### src/rtl/trig_lookup_arbiter_pkg.sv
// Shared game-wide constants and types for angle and trig values.
// The arbiter normalises angles against ANGLE_FULL; TRIG_SCALE is the ROM fixed-point 1.0.
package trig_lookup_arbiter_pkg;

    localparam int ANGLE_FULL = 360;
    localparam int TRIG_SCALE = 512;

    typedef logic [8:0]         angle_t;
    typedef logic signed [10:0] trig_t;

endpackage

### src/rtl/trig_lookup_arbiter_if.sv
// Requester-side lookup bus: per-requester valid/ready/angle plus the tagged cos/sin response.
interface trig_lookup_arbiter_if #(
    parameter int N_REQ   = 4,
    parameter int ANGLE_W = 9,
    parameter int TRIG_W  = 11
);

    logic [N_REQ-1:0]              req_valid;
    logic [N_REQ-1:0][ANGLE_W-1:0] req_angle;
    logic [N_REQ-1:0]              req_ready;
    logic [N_REQ-1:0]              rsp_valid;
    logic signed [TRIG_W-1:0]      rsp_cos;
    logic signed [TRIG_W-1:0]      rsp_sin;

    modport master (
        output req_valid, req_angle,
        input  req_ready, rsp_valid, rsp_cos, rsp_sin
    );

    modport slave (
        input  req_valid, req_angle,
        output req_ready, rsp_valid, rsp_cos, rsp_sin
    );

endinterface

### src/rtl/trig_lookup_arbiter_rr_pick.sv
// Combinational round-robin picker: first asserted request at or after ptr, wrapping.
module rr_pick #(
    parameter int N_REQ = 4,
    parameter int IDX_W = 2
) (
    input  logic [N_REQ-1:0] req,
    input  logic [IDX_W-1:0] ptr,
    output logic [N_REQ-1:0] grant,
    output logic [IDX_W-1:0] idx,
    output logic             found
);

    int cand;

    always_comb begin
        grant = '0;
        idx   = '0;
        found = 1'b0;
        cand  = 0;
        for (int off = 0; off < N_REQ; off++) begin
            cand = int'(ptr) + off;
            if (cand >= N_REQ) begin
                cand = cand - N_REQ;
            end
            if (!found && req[cand]) begin
                found       = 1'b1;
                grant[cand] = 1'b1;
                idx         = IDX_W'(cand);
            end
        end
    end

endmodule

### src/rtl/trig_lookup_arbiter.sv
// Shares one sin/cos ROM pair among N_REQ requesters: round-robin grant, angle wrap,
// fixed-latency tag pipeline so each ROM result returns to the requester that asked.
module trig_lookup_arbiter
    import trig_lookup_arbiter_pkg::*;
#(
    parameter int N_REQ   = 4,
    parameter int ANGLE_W = 9,
    parameter int TRIG_W  = 11,
    parameter int ROM_LAT = 2
) (
    input  logic                     clk,
    input  logic                     rst_n,
    trig_lookup_arbiter_if.slave     lk,
    output logic [ANGLE_W-1:0]       rom_addr,
    input  logic signed [TRIG_W-1:0] rom_cos,
    input  logic signed [TRIG_W-1:0] rom_sin
);

    localparam int IDX_W = (N_REQ > 1) ? $clog2(N_REQ) : 1;

    logic [IDX_W-1:0]              ptr;
    logic [N_REQ-1:0]              pick_grant;
    logic [IDX_W-1:0]              pick_idx;
    logic                          pick_found;
    logic                          xfer;
    logic [ANGLE_W-1:0]            sel_angle;
    logic [ANGLE_W-1:0]            norm_angle;
    logic [ANGLE_W-1:0]            addr_q;
    logic [ROM_LAT-1:0]            tag_valid;
    logic [ROM_LAT-1:0][N_REQ-1:0] tag_id;

    rr_pick #(
        .N_REQ (N_REQ),
        .IDX_W (IDX_W)
    ) u_pick (
        .req   (lk.req_valid),
        .ptr   (ptr),
        .grant (pick_grant),
        .idx   (pick_idx),
        .found (pick_found)
    );

    // Grants are suppressed while reset is held so nothing can slip into the pipeline.
    assign xfer         = rst_n & pick_found;
    assign lk.req_ready = rst_n ? pick_grant : '0;

    assign sel_angle  = lk.req_angle[pick_idx];
    assign norm_angle = (sel_angle >= ANGLE_W'(ANGLE_FULL)) ? (sel_angle - ANGLE_W'(ANGLE_FULL))
                                                            : sel_angle;

    // The ROM samples its address at the end of the grant cycle, so the new angle goes out directly.
    assign rom_addr = xfer ? norm_angle : addr_q;

    always_ff @(posedge clk or negedge rst_n) begin
        if (!rst_n) begin
            ptr          <= '0;
            addr_q       <= '0;
            tag_valid    <= '0;
            tag_id       <= '0;
            lk.rsp_valid <= '0;
            lk.rsp_cos   <= '0;
            lk.rsp_sin   <= '0;
        end else begin
            if (xfer) begin
                ptr    <= (pick_idx == IDX_W'(N_REQ - 1)) ? '0 : (pick_idx + 1'b1);
                addr_q <= norm_angle;
            end
            tag_valid[0] <= xfer;
            tag_id[0]    <= xfer ? pick_grant : '0;
            for (int s = 1; s < ROM_LAT; s++) begin
                tag_valid[s] <= tag_valid[s-1];
                tag_id[s]    <= tag_id[s-1];
            end
            lk.rsp_valid <= tag_valid[ROM_LAT-1] ? tag_id[ROM_LAT-1] : '0;
            if (tag_valid[ROM_LAT-1]) begin
                lk.rsp_cos <= rom_cos;
                lk.rsp_sin <= rom_sin;
            end
        end
    end

endmodule

### src/flat_wrapper.sv
// flat-port wrapper written by rule: the top's interface ports become plain ports
module trig_lookup_arbiter_flat import trig_lookup_arbiter_pkg::*;
#(
    parameter int N_REQ   = 4,
    parameter int ANGLE_W = 9,
    parameter int TRIG_W  = 11,
    parameter int ROM_LAT = 2
)
  (clk, rst_n, rom_addr, rom_cos, rom_sin, lk_req_valid, lk_req_angle, lk_req_ready, lk_rsp_valid, lk_rsp_cos, lk_rsp_sin);
  trig_lookup_arbiter_if #(.N_REQ(N_REQ), .ANGLE_W(ANGLE_W), .TRIG_W(TRIG_W)) lk_i ();
  input  logic clk;
  input  logic rst_n;
  output logic [ANGLE_W-1:0] rom_addr;
  input  logic signed [TRIG_W-1:0] rom_cos;
  input  logic signed [TRIG_W-1:0] rom_sin;
  input wire logic [$bits(lk_i.req_valid)-1:0] lk_req_valid;
  input wire logic [$bits(lk_i.req_angle)-1:0] lk_req_angle;
  output wire logic [$bits(lk_i.req_ready)-1:0] lk_req_ready;
  output wire logic [$bits(lk_i.rsp_valid)-1:0] lk_rsp_valid;
  output wire logic [$bits(lk_i.rsp_cos)-1:0] lk_rsp_cos;
  output wire logic [$bits(lk_i.rsp_sin)-1:0] lk_rsp_sin;
  assign lk_i.req_valid = lk_req_valid;
  assign lk_i.req_angle = lk_req_angle;
  assign lk_req_ready = lk_i.req_ready;
  assign lk_rsp_valid = lk_i.rsp_valid;
  assign lk_rsp_cos = lk_i.rsp_cos;
  assign lk_rsp_sin = lk_i.rsp_sin;
  trig_lookup_arbiter #(.N_REQ(N_REQ), .ANGLE_W(ANGLE_W), .TRIG_W(TRIG_W), .ROM_LAT(ROM_LAT)) u_core (.clk(clk), .rst_n(rst_n), .lk(lk_i), .rom_addr(rom_addr), .rom_cos(rom_cos), .rom_sin(rom_sin));
endmodule
### config.mk
export PLATFORM = sky130hd
export DESIGN_NAME = trig_lookup_arbiter_flat
export DESIGN_NICKNAME = d
export VERILOG_FILES = /design/src/rtl/trig_lookup_arbiter_pkg.sv /design/src/rtl/trig_lookup_arbiter_if.sv /design/src/rtl/trig_lookup_arbiter_rr_pick.sv /design/src/rtl/trig_lookup_arbiter.sv /design/src/flat_wrapper.sv
export SDC_FILE = /design/constraint.sdc
export NUM_CORES = 1
export LEC_CHECK = 0
export ABC_AREA = 1
export CORE_ASPECT_RATIO = 2
export CORE_MARGIN = 8
export CORE_UTILIZATION = 45
export CTS_BUF_LIST = sky130_fd_sc_hd__clkbuf_16
export DETAILED_ROUTE_END_ITERATION = 16
export PLACE_DENSITY = 0.92
export SLEW_MARGIN = 10
export SYNTH_ARGS = -nofsm -noshare
export SYNTH_HDL_FRONTEND = slang
export SYNTH_HIERARCHICAL = 1
export SYNTH_SLANG_ARGS = --single-unit
### constraint.sdc
create_clock -name clk -period 5.42 [get_ports clk]
set_clock_uncertainty 0.1 [all_clocks]
set_input_delay 1.355 -clock clk [delete_from_list [all_inputs] [get_ports clk]]
set_output_delay 1.355 -clock clk [all_outputs]
set_load 0.05 [all_outputs]
* Word-level counts from Yosys, hierarchy flattened
Cells that the tools add are included.
** Cells by class
- Equality and inequality tests :: 1
- Muxes and demuxes :: 44
- Reduce and logical (&&, ||, !) cells :: 10
- Add/subtract/negate cells :: 9
- Order comparisons :: 14
- Bitwise gates (word level) :: 4
** Operators with widths (count)
- 32-bit by 1-bit >= comparator with 1-bit output, second input constant :: 4
- 32-bit by 4-bit less-than comparator with 1-bit output, second input constant :: 4
- 32-bit 2-to-1 mux :: 4
- 4-bit 2-to-1 mux :: 7
- 9-bit 2-to-1 mux :: 3
- 9-bit binary-select mux with 2-bit select :: 1
- 1-bit 2-to-1 mux :: 16
- 4-bit OR :: 3
- 3-bit by 3-bit subtractor with 4-bit output, second input constant :: 3
- 2-bit 2-to-1 mux :: 5
- 3-bit >= comparator, second input constant :: 3
- 9-bit >= comparator, second input constant :: 1
- 9-bit subtractor, second input constant :: 1
- 1-bit binary-select mux with 2-bit select :: 4
- 1-bit demux with 2-bit select :: 4
- 1-bit logical AND :: 7
- 2-bit by 2-bit adder with 3-bit output, second input constant :: 2
- 2-bit by 3-bit subtractor with 4-bit output, second input constant :: 1
- 2-bit by 1-bit adder with 3-bit output, second input constant :: 1
- 2-bit by 3-bit >= comparator with 1-bit output, second input constant :: 1
- 1-bit logical NOT :: 3
- 2-bit by 3-bit less-than comparator with 1-bit output, second input constant :: 1
- 2-bit by 1-bit adder with 2-bit output, second input constant :: 1
- 2-bit equality test, second input constant :: 1
- 1-bit bitwise AND :: 1
** Word-level totals
- Word-level logic and storage cells :: 90
- Input port bits :: 64
- Output and inout bits :: 39
- Register bits after elaboration :: 47

* Logic depth before layout (Yosys ltp)
- Depth after elaboration :: 20
- Gate-level depth with buffers :: 23
- Depth with buffers taken out :: 21

* Modules after synthesis
The synthesis kept the hierarchy.
** Modules (own cells, without submodules)
- trig_lookup_arbiter :: cells an instance 253, times used 1, area each 2368.5 sq um
- rr_pick :: cells an instance 77, times used 1, area each 460.4 sq um

* Worst setup path after synthesis
Ideal clock, no wire load.
- Path kind :: input to output
- Start point :: input lk_req_valid[1]
- End point :: output rom_addr[7]
- Stages on the path :: 20
- Buffers on the path :: 1
- Setup slack :: 0.188 ns
- Arrival :: 3.777 ns
- Cells stage by stage :: inv_1 > nand2_1 > nand2_1 > nand2_1 > nand2_1 > inv_1 > nand3_1 > nand3_1 > inv_2 > buf_12 > nand2_4 > nand3_2 > nand2_2 > ha_1 > nand3b_1 > o21ai_1 > nand2_2 > or2_0 > nand3_1 > nand2_1
** On the way
- Word-level cells in the longest chain between the ends :: 18
** RTL lines
- from (decl) :: line flat_wrapper.sv:16 : input wire logic [$bits(lk_i.req_valid)-1:0] lk_req_valid;
- 1-bit binary-select mux with 2-bit select :: line trig_lookup_arbiter_rr_pick.sv:25 : if (!found && req[cand]) begin
- 1-bit 2-to-1 mux (implied by the code) (2 in series) :: line trig_lookup_arbiter_rr_pick.sv:25
- 1-bit 2-to-1 mux :: line trig_lookup_arbiter_rr_pick.sv:25
- 1-bit logical NOT :: line trig_lookup_arbiter_rr_pick.sv:25
- 1-bit logical AND :: line trig_lookup_arbiter_rr_pick.sv:25
- 1-bit 2-to-1 mux :: line trig_lookup_arbiter_rr_pick.sv:25
- 1-bit logical NOT :: line trig_lookup_arbiter_rr_pick.sv:25
- 1-bit logical AND :: line trig_lookup_arbiter_rr_pick.sv:25
- [2 not listed]
- 1-bit logical AND :: line trig_lookup_arbiter_rr_pick.sv:25
- 2-bit 2-to-1 mux * :: line trig_lookup_arbiter_rr_pick.sv:25
- via u_core.pick_idx[0] :: line trig_lookup_arbiter.sv:23 : logic [IDX_W-1:0] pick_idx;
- 9-bit binary-select mux with 2-bit select * :: line trig_lookup_arbiter.sv:47 : assign sel_angle = lk.req_angle[pick_idx];
- 9-bit 2-to-1 mux (implied by the code) * :: line trig_lookup_arbiter.sv:47
- 9-bit subtractor / 9-bit >= comparator (equally long branches) :: line trig_lookup_arbiter.sv:48 : assign norm_angle = (sel_angle >= ANGLE_W'(ANGLE_FULL)) ? (sel_angle - ANGLE_W'(ANGLE_FULL))
- 9-bit 2-to-1 mux * :: line trig_lookup_arbiter.sv:48
- 9-bit 2-to-1 mux * :: line trig_lookup_arbiter.sv:52 : assign rom_addr = xfer ? norm_angle : addr_q;
- to (decl) :: line flat_wrapper.sv:13 : output logic [ANGLE_W-1:0] rom_addr;
Mark *: on every way through the listed nets, which the timed path passes. The rest lies on a longest branch. The select of a mux whose other input is x is not followed.

* Final worst setup path
- Start point :: input lk_req_valid[2]
- End point :: output rom_addr[7]
Same word-level chain as after synthesis.

==> results by group <==
Synthesis
  • Syn Area/Cell: 8.573 sq um
  • Post-Syn Instances: 330
  • Yosys warnings: 6
  • Top-area cell type share of the netlist area: 41.57%
  • Syn Nets: roughly 400
  • Synth area leaders: dfrtp_1 42%, nand2_1 13%, mux2_2 8.8%
  • Register area share after synthesis: 41.57%
  • Top_reg_cell synth: dfrtp_1
  • Cell Area, Synth: approximately 0.0028 sq mm
  • Async SR Flop Fraction: between 90% and 100%
  • EDFF count, synth: 0
  • Yosys cell types: 32
  • Register bit total from synthesis: 47
  • Synth area leader: dfrtp_1

STA
  • Worst slew margin: 34.50%
  • Least-Margin Pin Slew: 0.9825 ns
  • Final period utilization: 97.74%
  • Final slew viol count: 0
  • Final Hold Fails: 0
  • Tmin final: 5.298 ns
  • Max Clk Rate: approximately 0.19 GHz
  • Min Hold Slack: approximately 0.26 ns
  • Final setup viols: 0

Setup path
  • Worst EP required: between 3 and 4 ns
  • Critical Path AT: 3.84 ns
  • Worst path slowest cell: or2_0
  • Critical path launch point type: input pin
  • CP endpoint kind: output pin
  • Cell breakdown of the critical path: clkbuf_2 > inv_1 > nand2_2 > nand3_4 > nand2_4 > nor2_4 > nand4_1 > nand3_4 > buf_8 > nand2_4 > nand3_2 > nand2_2 > ha_2 > nand3b_1 > o21ai_1 > nand2_2 > or2_0 > nand3_1 > nand2_2 > buf_12
  • Type of the worst setup path: in -> out
  • CP max FO: 7
  • Worst path max stage delay: 0.21 ns
  • Reg2reg path depth: 20
  • Crit path top cell by count: nand2_2

Outcome
  • Outcome: completed

Place
  • GP Congestion: 0.9138
  • Final HPWL from detailed placement: 6.039 mm
  • # port buffers: a little over 100

Floorplanning
  • Die Wd: 72.07 um
  • Initial core utilization: 45.58%
  • Core area: about 0.0062 sq mm
  • Ports: 103
  • Die H: 128.1 um
  • Num rows: 41
  • Die area: 0.009234 sq mm

Min path
  • Worst Hold Path Cells: 0
  • Hold WC Path Type: reg -> reg

Global route
  • GR Util All Layers: 16.99%
  • Largest net degree at the start of global routing: 46
  • First-pass GRT wire length: 12.70 mm
  • Grt ovf: 0
  • Vias in the first global route: 2790
  • Initial antenna violation count: 0

Routing
  • DR vias/cell: between 5 and 6
  • Number of DRC markers in iteration 0: a little under 100
  • Final wirelength: 8.357 mm
  • TritonRoute pass-1 iters: 4
  • Antenna-violating nets left: 0
  • Vias: 2785
  • Residual DRC count: 0
  • Routed len/inst: 15.03 um

Clock network
  • TritonCTS clock tree: built
  • Clock Pin Slew Worst Setup and Hold Paths: roughly 0.060 ns
  • CTS max path bufs: 2
  • H-tree levels: 2
  • CTS root buffer: clkbuf_16
  • Clock Latency Late Sink: 0.28 ns
  • CTS Sinks: 47
  • TritonCTS Buffers: 5

Run
  • Max_cap viols: 0

Layout
  • Nets@finish: 543
  • Fillers: 433
  • Area added between synthesis and finish: 60.24%
  • Most common cell after layout, fill and taps aside: clkdlybuf4s50_1
  • Share of layout cells above drive strength 1: 33.62%
  • # diodes: 0
  • Commonest non-fill, non-tap cells in the layout: 87 x clkdlybuf4s50_1, 81 x nand2_1, 46 x dfrtp_1, 39 x buf_4, 36 x nand2_2
[per-layer routing]
metal | up-vias | track usage, % | wire length, um
met5 | - | 0 | 0
met4 | 0 | 6.667 | 189
met3 | 20 | 3.997 | 507
met2 | 125 | 29.37 | 4245
met1 | 1288 | 19.25 | 3415
li1 | 1352 | - | -
[cells in the mapped netlist (4+ instances only)]
cell type and number:
nand2_1 96, dfrtp_1 47, nand3_1 38, nand2_2 26, inv_1 24, mux2_2 22, ha_1 10, nor2_1 8
a21oi_1 7, nand3_2 7, nand4_1 7, a21boi_0 4, o21ai_0 4
[stage by stage]
stage	setup slack, ns	instance area (sq um)	setup TNS [ns]	util, %	instances
after detailed placement	-0.3046	4148	-1.407	66.82	535
after global placement	-0.1557	4148	-0.6522	66.82	535
final	0.1224	4533	0	73.03	556
after floorplan	0.1882	2829	0	-	330
after global routing	-0.05547	4533	-0.07931	73.03	556
after CTS	0.04580	4403	0	70.93	552
[final timing paths]
kind | slack (ns) | to | startpoint
worst max-delay path | 0.12 | rom_addr[7] | lk_req_valid[2]
worst min-delay path | 0.26 | u_core/tag_id[4] | u_core/tag_id[0]
worst max register to register | 1.74 | u_core/addr_q[7] | u_core/ptr[1]
worst min register to register | 0.26 | u_core/tag_id[4] | u_core/tag_id[0]
max in group asynchronous | 3.68 | u_core/lk.rsp_cos[3] | rst_n
min in group asynchronous | 0.79 | u_core/tag_id[3] | rst_n
[cell families after synthesis]
family                     after synthesis  synth area share [%]
AOI/OAI and AO/OA                       20                 4.644
xor gates and xnor gates                 1                0.3097
adders and majority gates               10                 4.423
buffers and inverters                   39                 6.899
DFF                                     47                 41.57
muxes                                   22                 8.757
and+or+nand+nor                        191                 33.39
[worst max-delay path: cells and delay by family]
| kind | cells | cell delay, ns |
|---|---|---|
| AOI/OAI and AO/OA | 1 | 0.16 |
| and+or+nand+nor | 14 | 1.65 |
| buffers and inverters | 4 | 0.47 |
| adders and majority gates | 1 | 0.18 |
[area by class of cell]
| type | instances | area [sq um] | share of cell area (%) |
|---|---|---|---|
| Sequential cell | 47 | 1177 | 25.97 |
| Timing Repair Buffer | 143 | 1398 | 30.83 |
| Tap cell | 86 | 107.6 | 2.374 |
| Inverter | 28 | 112.6 | 2.484 |
| Clock buffer | 5 | 125.1 | 2.760 |
| Clock inverter | 3 | 20.02 | 0.4416 |
| Multi-Input combinational cell | 244 | 1593 | 35.14 |
[what timing repair did]
| item | 4_1_cts | 5_1_grt |
|---|---|---|
| gates resized for setup | 17 | 42 |
| setup buffers | 9 | 4 |
| pin swaps | 12 | 18 |
| hold buffers | 0 | 0 |
| endpoints found under the setup margin | 6 | 6 |
[sequential cells by signal, summed over array words and instances, names as in the netlist]
register             flops
u_core/ptr               2
u_core/lk.rsp_cos       11
u_core/addr_q            9
u_core/tag_id            8
u_core/lk.rsp_sin       11
u_core/lk.rsp_valid      4
u_core/tag_valid         2
Power is not shown: default switching activity piles up to over one toggle a cycle in this logic, so the estimate is an artifact.
